===== src/rtl/uart_pkg.sv =====
// Shared types and constants for the UART receive / program-loader path.
package uart_pkg;

  localparam int unsigned DATA_BITS  = 8;
  localparam logic        IDLE_LEVEL = 1'b1;

  typedef enum logic [2:0] {
    StIdle,
    StStart,
    StData,
    StParity,
    StStop,
    StAccept
  } rx_state_e;

endpackage


===== src/rtl/uart_baud_tick.sv =====
// Oversampling tick generator: one-cycle os_tick every CLK_HZ/(BAUD*OVERSAMPLE) clocks.
// restart re-phases the divider so sampling lines up with a detected start edge.
module uart_baud_tick #(
  parameter int unsigned CLK_HZ     = 1_536_000,
  parameter int unsigned BAUD       = 9600,
  parameter int unsigned OVERSAMPLE = 16
) (
  input  logic clk,
  input  logic rst_n,
  input  logic restart,
  output logic os_tick
);

  localparam int unsigned DivRaw = CLK_HZ / (BAUD * OVERSAMPLE);
  localparam int unsigned Div    = (DivRaw >= 1) ? DivRaw : 1;
  localparam int unsigned CntW   = (Div > 1) ? $clog2(Div) : 1;
  localparam logic [CntW-1:0] CntMax = CntW'(Div - 1);

  logic [CntW-1:0] cnt_q;

  assign os_tick = (cnt_q == CntMax);

  // Free-running divider, forced back to zero on restart.
  always_ff @(posedge clk or negedge rst_n) begin
    if (!rst_n) begin
      cnt_q <= '0;
    end else if (restart || (cnt_q == CntMax)) begin
      cnt_q <= '0;
    end else begin
      cnt_q <= cnt_q + CntW'(1);
    end
  end

endmodule


===== src/rtl/uart_rx_loader.sv =====
// UART receiver and instruction-RAM program loader.
// Default build is 8N1. Defining UART_RX_PARITY_EN switches to 8E1 with a parity check.
// Good bytes are strobed out with load, counted up to MAX_BYTES, then prog_done is raised.
module uart_rx_loader
  import uart_pkg::*;
#(
  parameter int unsigned CLK_HZ     = 1_536_000,
  parameter int unsigned BAUD       = 9600,
  parameter int unsigned OVERSAMPLE = 16,
  parameter int unsigned MAX_BYTES  = 6
) (
  input  logic        clk,
  input  logic        rst_n,
  input  logic        rx,
  input  logic        enable,
  output logic [7:0]  data_out,
  output logic        load,
  output logic [11:0] byte_count,
  output logic        prog_done,
  output logic        frame_err,
  output logic        parity_err
);

  localparam int unsigned TickW = $clog2(OVERSAMPLE);
  localparam int unsigned BitW  = $clog2(DATA_BITS);
  localparam logic [TickW-1:0] MidTick  = TickW'(OVERSAMPLE / 2 - 1);
  localparam logic [TickW-1:0] LastTick = TickW'(OVERSAMPLE - 1);
  localparam logic [BitW-1:0]  LastBit  = BitW'(DATA_BITS - 1);
  localparam logic [11:0]      MaxCount = 12'(MAX_BYTES);

  logic [1:0]           rx_sync_q;
  logic                 rx_s;
  logic                 os_tick;
  logic                 restart;
  rx_state_e            state_q;
  logic [TickW-1:0]     tick_cnt_q;
  logic [BitW-1:0]      bit_cnt_q;
  logic [DATA_BITS-1:0] shift_q;
`ifdef UART_RX_PARITY_EN
  logic                 parity_bad_q;
  logic                 parity_err_q;
`endif

  assign rx_s = rx_sync_q[1];

  // Re-phase the divider on the tick where a start edge moves the FSM out of idle.
  assign restart = (state_q == StIdle) && enable && os_tick && !rx_s;

  uart_baud_tick #(
    .CLK_HZ     (CLK_HZ),
    .BAUD       (BAUD),
    .OVERSAMPLE (OVERSAMPLE)
  ) u_baud_tick (
    .clk     (clk),
    .rst_n   (rst_n),
    .restart (restart),
    .os_tick (os_tick)
  );

  // Two-flop synchroniser for the asynchronous serial line, reset to the idle level.
  always_ff @(posedge clk or negedge rst_n) begin
    if (!rst_n) begin
      rx_sync_q <= {IDLE_LEVEL, IDLE_LEVEL};
    end else begin
      rx_sync_q <= {rx_sync_q[0], rx};
    end
  end

  // Receive FSM with registered data, count and strobe outputs.
  always_ff @(posedge clk or negedge rst_n) begin
    if (!rst_n) begin
      state_q      <= StIdle;
      tick_cnt_q   <= '0;
      bit_cnt_q    <= '0;
      shift_q      <= '0;
      data_out     <= '0;
      load         <= 1'b0;
      byte_count   <= '0;
      prog_done    <= 1'b0;
      frame_err    <= 1'b0;
`ifdef UART_RX_PARITY_EN
      parity_bad_q <= 1'b0;
      parity_err_q <= 1'b0;
`endif
    end else begin
      // Strobes are single-cycle by default.
      load         <= 1'b0;
      frame_err    <= 1'b0;
`ifdef UART_RX_PARITY_EN
      parity_err_q <= 1'b0;
`endif
      if (!enable) begin
        // Abort any frame and forget the image; data_out keeps the last byte.
        state_q    <= StIdle;
        byte_count <= '0;
        prog_done  <= 1'b0;
      end else begin
        unique case (state_q)
          StIdle: begin
            if (os_tick && !rx_s) begin
              state_q    <= StStart;
              tick_cnt_q <= '0;
            end
          end
          StStart: begin
            if (os_tick) begin
              if (tick_cnt_q == MidTick) begin
                tick_cnt_q <= '0;
                bit_cnt_q  <= '0;
                // A line that is high again at mid-bit was a glitch.
                state_q    <= rx_s ? StIdle : StData;
              end else begin
                tick_cnt_q <= tick_cnt_q + TickW'(1);
              end
            end
          end
          StData: begin
            if (os_tick) begin
              if (tick_cnt_q == LastTick) begin
                tick_cnt_q <= '0;
                shift_q    <= {rx_s, shift_q[DATA_BITS-1:1]};
                if (bit_cnt_q == LastBit) begin
`ifdef UART_RX_PARITY_EN
                  state_q <= StParity;
`else
                  state_q <= StStop;
`endif
                end else begin
                  bit_cnt_q <= bit_cnt_q + BitW'(1);
                end
              end else begin
                tick_cnt_q <= tick_cnt_q + TickW'(1);
              end
            end
          end
          StParity: begin
`ifdef UART_RX_PARITY_EN
            if (os_tick) begin
              if (tick_cnt_q == LastTick) begin
                tick_cnt_q   <= '0;
                parity_bad_q <= (rx_s != ^shift_q);
                state_q      <= StStop;
              end else begin
                tick_cnt_q <= tick_cnt_q + TickW'(1);
              end
            end
`else
            state_q <= StIdle;
`endif
          end
          StStop: begin
            if (os_tick) begin
              if (tick_cnt_q == LastTick) begin
                tick_cnt_q <= '0;
                state_q    <= StIdle;
`ifdef UART_RX_PARITY_EN
                if (parity_bad_q) begin
                  // Parity failure wins over a bad stop bit.
                  parity_err_q <= 1'b1;
                end else
`endif
                if (!rx_s) begin
                  frame_err <= 1'b1;
                end else begin
                  // Load is issued here so it is visible during the accept cycle.
                  state_q <= StAccept;
                  if (byte_count < MaxCount) begin
                    data_out   <= shift_q;
                    load       <= 1'b1;
                    byte_count <= byte_count + 12'd1;
                    prog_done  <= ((byte_count + 12'd1) == MaxCount);
                  end
                end
              end else begin
                tick_cnt_q <= tick_cnt_q + TickW'(1);
              end
            end
          end
          StAccept: begin
            state_q <= StIdle;
          end
          default: begin
            state_q <= StIdle;
          end
        endcase
      end
    end
  end

`ifdef UART_RX_PARITY_EN
  assign parity_err = parity_err_q;
`else
  assign parity_err = 1'b0;
`endif

endmodule


===== config.mk =====
export PLATFORM = sky130hd
export DESIGN_NAME = uart_rx_loader
export DESIGN_NICKNAME = d
export VERILOG_FILES = /design/src/rtl/uart_pkg.sv /design/src/rtl/uart_baud_tick.sv /design/src/rtl/uart_rx_loader.sv
export SDC_FILE = /design/constraint.sdc
export NUM_CORES = 1
export LEC_CHECK = 0
export CAP_MARGIN = 40
export CORE_ASPECT_RATIO = 0.75
export CORE_UTILIZATION = 55
export CTS_CLUSTER_SIZE = 25
export DETAILED_ROUTE_END_ITERATION = 12
export GPL_TIMING_DRIVEN = 0
export PLACE_DENSITY = 0.87
export SLEW_MARGIN = 40
export SYNTH_ARGS = -nofsm -noshare
export SYNTH_HDL_FRONTEND = slang
export SYNTH_HIERARCHICAL = 1
export SYNTH_SLANG_ARGS = --single-unit

===== constraint.sdc =====
create_clock -name clk -period 2.9 [get_ports clk]
set_input_delay 0.58 -clock clk [delete_from_list [all_inputs] [get_ports clk]]
set_output_delay 0.58 -clock clk [all_outputs]
set_load 0.01 [all_outputs]

==> run metrics, run 1 <==
DRC violations left 0; IO buf count 26; drt pass-1 iters 4; Inserted Clock Buffers 5; CP arrival 2.55 ns; chip width 76.1 µm; postcts setup bufs 0; WS Path Type reg -> reg; n_diodes 0; cell taking the most area after synthesis dfrtp_1; clock sinks 47; ys flop type dfrtp_1; Routed Antenna Nets 0; count leader, synth dfrtp_1; post-layout util 70.9%; Post-synth EDFFs 0; cells after synthesis 201; #FFs+latches synth 47; DR vias/cell 5.77; Ys Warns 6; Worst Reg-to-Reg Cells 9; Final Setup Violations 0; die area 0.00438 mm²; starting density of the core 59.6%; Remaining Overflow, GRT 0; syn_nets 212; largest net degree at the start of global routing 32; H-tree levels 2; Distinct cells, synth 53; antenna violations before repair 0; DP HPWL 3180 µm; Worst VDD drop 375 µV; Tcrit/Tclk final 81.6%; final setup margin 0.534 ns; Max Slew Vio Count 0; Pwr per Cell Area 424 mW/mm²; Post-Syn Area 0.00227 mm²; drt initial violations 134; mean area per synthesized cell 11.3 µm²; layout cells sized above 1 10.2%; Crit Path Max Fanout 8; Clock transition at path regs 0.09 ns; Avg WL per Cell 15.2 µm; asr flop ratio synth 100%; ranking of synthesized cells by area dfrtp_1, mux2_1, ha_1; RSZ-0062 raised after global routing no; Area Overhead vs Synth 19.1%; routability cong. 0.816; worst r2r src u_baud_tick/cnt_q[1]$_DFF_PN0_; maxcap violations 0; Top Ports 28; Max clock buf depth 2; Final nets 246; Worst Setup SP u_baud_tick/cnt_q[1]$_DFF_PN0_; P_leak 1.22 nW; number of global-route vias before repair 1515; CTS-repair resized insts 0; min cycle time layout 2.37 ns; Placement Setup Slack 0.574 ns; sequential area share after synthesis 52.0%; die height 57.6 µm; total global-route track usage 22.1%; Final Hold Fails 0; share of the synthesized area in the top cell type 49.7%; Req. time, crit path 3.09 ns; Core ar. 0.00380 mm²; Worst Setup End Kind flop; CTS tree done; floorplan row count 19; vias post-DR 1663; fmax 423 MHz; Routed WL 4370 µm; cts hold-fix bufs 0; first-pass GRT wire length 7290 µm; Worst Hold Class in -> async; Root Buffer clkbuf_8; status finished clean; clk_skew 0.00770 ns; clk_lat worst skew 0.30 ns; Commonest cells post-synth dfrtp_1, mux2_1, nand2_1, nor2_1, and2_1; crit path launch type flop
[sequential cells by signal, indices dropped and copies added, names as in the netlist]
signal,flops
rx_sync_q,2
tick_cnt_q,4
bit_cnt_q,3
shift_q,8
state_q,3
byte_count,12
load,1
prog_done,1
data_out,8
u_baud_tick/cnt_q,4
frame_err,1
[stage by stage]
| step | cells | instance area (µm²) | TNS (ns) | hold slack (ns) | power [mW] |
|---|---|---|---|---|---|
| after floorplan | 201 | 2270 | 0 | 0.284 | 0.728 |
| after global placement | 279 | 2590 | -0.545 | 0.346 | 0.756 |
| after detailed placement | 280 | 2610 | 0 | 0.349 | 0.763 |
| after CTS | 288 | 2700 | 0 | 0.137 | 1.16 |
| after global routing | 288 | 2700 | 0 | 0.139 | 1.19 |
| final | 288 | 2700 | 0 | 0.138 | 1.14 |
[area by class of cell]
class	instances	area, µm²
multi-input cells	139	1020
repair buffers	27	278
clock buffers	6	72.6
inverters	6	22.5
plain buffers	9	43.8
fillers	287	1110
clock inverters	2	16.3
well taps	52	65.1
flip-flops and latches	47	1180
[routing by layer]
layer | vias up | track usage (%) | routed length [µm]
li1 | 782 | - | -
met1 | 820 | 30.7 | 2050
met2 | 51 | 33.9 | 1960
met3 | 10 | 4.96 | 277
met4 | 0 | 9.89 | 83
met5 | - | 0 | 0
[critical path, stage by stage, from the launching register on]
cell and delay [ns]:
dfrtp_1 0.42, inv_1 0.07, ha_1 0.15, nand2_1 0.08
nor2_1 0.27, and4_1 0.23, clkbuf_1 0.19, nand2_1 0.17
nor2_4 0.30, mux2_1 0.37
[logic make-up after synthesis]
kind of cell	share of synthesized area, %
AOI/OAI and AO/OA	8.89
xor gates and xnor gates	0.773
adders and majority gates	3.87
buffers and inverters	2.93
DFF	52.0
muxes	9.33
other	0.165
and+or+nand+nor	22.0
[worst paths after layout]
path / endpoint / slack (ns)
hold / removal: tick_cnt_q[1]$_DFFE_PN0P_ / 0.14
hold reg to reg: rx_sync_q[1]$_DFF_PN1_ / 0.36
setup reg to reg: data_out[5]$_DFFE_PN0P_ / 0.53
setup / recovery: data_out[5]$_DFFE_PN0P_ / 0.53
min in group clk: rx_sync_q[1]$_DFF_PN1_ / 0.36
max in group asynchronous: rx_sync_q[1]$_DFF_PN1_ / 2.26
[where the power goes]
part	internal [mW]	switching, mW
Clock	0.173	0.221
Combinational	0.0304	0.0492
Sequential	0.663	0.00751
[cell usage in the layout, fill, tap and decap left out, types with 2 or more instances in the layout]
cell / n
clkbuf_8: 5
or3b_1: 2
nor3_1: 3
or3_1: 2
nor2_1: 14
nor4_1: 3
dfrtp_1: 45
buf_2: 5
o211ai_1: 2
ha_1: 7
buf_4: 2
mux2_1: 17
a211oi_1: 2
dfstp_2: 2
nand3_1: 4
nand4b_1: 2
and2_1: 11
clkdlybuf4s50_1: 25
mux2i_1: 2
a21oi_1: 9
o21ai_1: 3
and3_1: 2
inv_1: 6
o21ai_0: 3
o31ai_1: 2
a31oi_1: 3
a21o_1: 2
nor3b_1: 2
nand2_1: 17
clkbuf_1: 4
Power figures use the tool's default switching activity.
==> run 2: changes to the inputs <==
==> constraint.sdc (replaced) <==
create_clock -name clk -period 2.29 [get_ports clk]
set_input_delay 0.458 -clock clk [delete_from_list [all_inputs] [get_ports clk]]
set_output_delay 0.458 -clock clk [all_outputs]
set_load 0.01 [all_outputs]
==> run metrics, run 2 (synthesized netlist as in run 1, its figures left out) <==
IO buf count 26 (unchanged); maxcap violations 0 (unchanged); die area 0.00438 mm² (unchanged); CTS tree done; drt initial violations 148 (+10%); fillcell total 284 (-1.0%); Tcrit/Tclk final 94.3% (+13 points); Routed WL 4450 µm (+1.8%); Placed Area 0.00261 mm² (unchanged); Final nets 246 (unchanged); WS Path Type reg -> reg; Area Overhead vs Synth 20.1%; layout cells sized above 1 11.4% (+1.3 points); Top reg by flops byte_count; antenna violations before repair 0 (unchanged); Worst Setup End Kind flop; min cycle time layout 2.16 ns (-0.206 ns); status finished clean; Sequential Area 0.00118 mm² (unchanged); P_leak 1.22 nW (+0.57%); Clock transition at path regs 0.09 ns (about the same); starting density of the core 59.6% (unchanged); Pwr per Cell Area 532 mW/mm² (+25%); DP HPWL 3180 µm (unchanged); Crit Path Max Fanout 8 (unchanged); Top Ports 28 (unchanged); Post-Layout Inst Area 0.00272 mm² (+0.88%); Final Hold Fails 0 (unchanged); H-tree levels 2 (unchanged); Max clock buf depth 2 (unchanged); number of global-route vias before repair 1527 (+0.79%); clock sinks 47 (unchanged); Multi-input gate area 0.00103 mm² (+0.74%); n_diodes 0 (unchanged); CP arrival 2.35 ns (-0.20 ns); post-layout util 71.5% (+0.62 points); Root Buffer clkbuf_8; Core ar. 0.00380 mm² (unchanged); RSZ-0062 raised after global routing no; Routed Antenna Nets 0 (unchanged); placed cell count 280 (unchanged); DRC violations left 0 (unchanged); Req. time, crit path 2.48 ns (-0.61 ns); max reg flops 12 (unchanged); chip width 76.1 µm (unchanged); Worst Hold Class in -> async; Avg WL per Cell 15.4 µm (+1.8%); Final Setup Violations 0 (unchanged); total global-route track usage 22.4% (+0.32 points); Inserted Clock Buffers 5 (unchanged); setup TNS 0 ns (unchanged); drt pass-1 iters 4 (unchanged); floorplan row count 19 (unchanged); vias post-DR 1656 (-0.42%); Max Slew Vio Count 0 (unchanged); most frequent cells in the layout dfrtp_1, clkdlybuf4s50_1, nand2_1, mux2_1, nor2_1; routability cong. 0.816 (unchanged); Remaining Overflow, GRT 0 (unchanged); die height 57.6 µm (unchanged); fmax 463 MHz (+9.6%); crit path launch type flop; clk_skew 0.00704 ns (-0.000660 ns); largest registers byte_count: 12 flops, data_out: 8 flops, shift_q: 8 flops; Finished Layout Cells 288 (unchanged); first-pass GRT wire length 7380 µm (+1.3%); DR vias/cell 5.75 (-0.42%); largest net degree at the start of global routing 32 (unchanged); Worst VDD drop 474 µV (+26%); clk_lat worst skew 0.30 ns (about the same); most common cell after layout, fill and taps aside dfrtp_1
==> run 2: final timing paths <==
kind	depth (start not counted)	slack, ns	from	to
worst max-delay path	9	0.13	u_baud_tick/cnt_q[1]$_DFF_PN0_	data_out[5]$_DFFE_PN0P_
worst min-delay path	1	0.02	rst_n	tick_cnt_q[1]$_DFFE_PN0P_
worst max register to register	9	0.13	u_baud_tick/cnt_q[1]$_DFF_PN0_	data_out[5]$_DFFE_PN0P_
worst min register to register	0	0.36	rx_sync_q[0]$_DFF_PN1_	rx_sync_q[1]$_DFF_PN1_
max in group asynchronous	2	1.77	rst_n	rx_sync_q[1]$_DFF_PN1_
min in group clk	0	0.36	rx_sync_q[0]$_DFF_PN1_	rx_sync_q[1]$_DFF_PN1_
==> run 2: per-layer routing <==
metal / vias to the layer above / track usage, % / wire length (µm)
met4: 0 / 9.89 / 81
met1: 818 / 30.8 / 2040
li1: 780 / - / -
met3: 9 / 4.96 / 282
met5: - / 0 / 0
met2: 49 / 34.9 / 2040
==> run 2: what timing repair did <==
item | CTS | global route
buffers inserted | 1 | 0
hold buffers | 0 | 0
cloned | 0 | 0
setup endpoints to repair | 8 | 16
endpoints found under the hold margin | 0 | 0
pin swaps | 1 | 0
gates resized for setup | 0 | 2
==> run 2: worst max-delay path, stage by stage (launching register included) <==
cell and delay (ns):
dfrtp_1 0.42, inv_1 0.07, ha_1 0.15, nand2_1 0.10, nor2_2 0.19, and4_1 0.34
nand2_1 0.17, nor2_4 0.14, buf_12 0.13, mux2_1 0.33
==> run 2: power by group <==
group	total (mW)	internal (mW)	switching (mW)	leakage, nW
clock	0.498	0.219	0.279	0.0418
sequential	0.849	0.839	0.00953	0.629
combinational	0.101	0.0385	0.0628	0.552
total	1.45	1.10	0.351	1.22
==> run 2: layout make-up <==
class | instances | share of cell area, %
flip-flops and latches | 47 | 43.3
clock inverters | 2 | 0.598
inverters | 6 | 0.828
clock buffers | 6 | 2.67
multi-input cells | 139 | 37.8
repair buffers | 28 | 10.9
plain buffers | 8 | 1.47
well taps | 52 | 2.39
==> run 2: stage by stage <==
step | setup slack, ns | total power, mW | hold WS, ns
floorplan | 0.277 | 0.922 | 0.162
global placement | -0.502 | 0.958 | 0.346
detailed placement | -0.0356 | 0.966 | 0.346
CTS | 0.00940 | 1.46 | 0.0154
global route | 0.0217 | 1.51 | 0.0170
finish | 0.131 | 1.45 | 0.0171
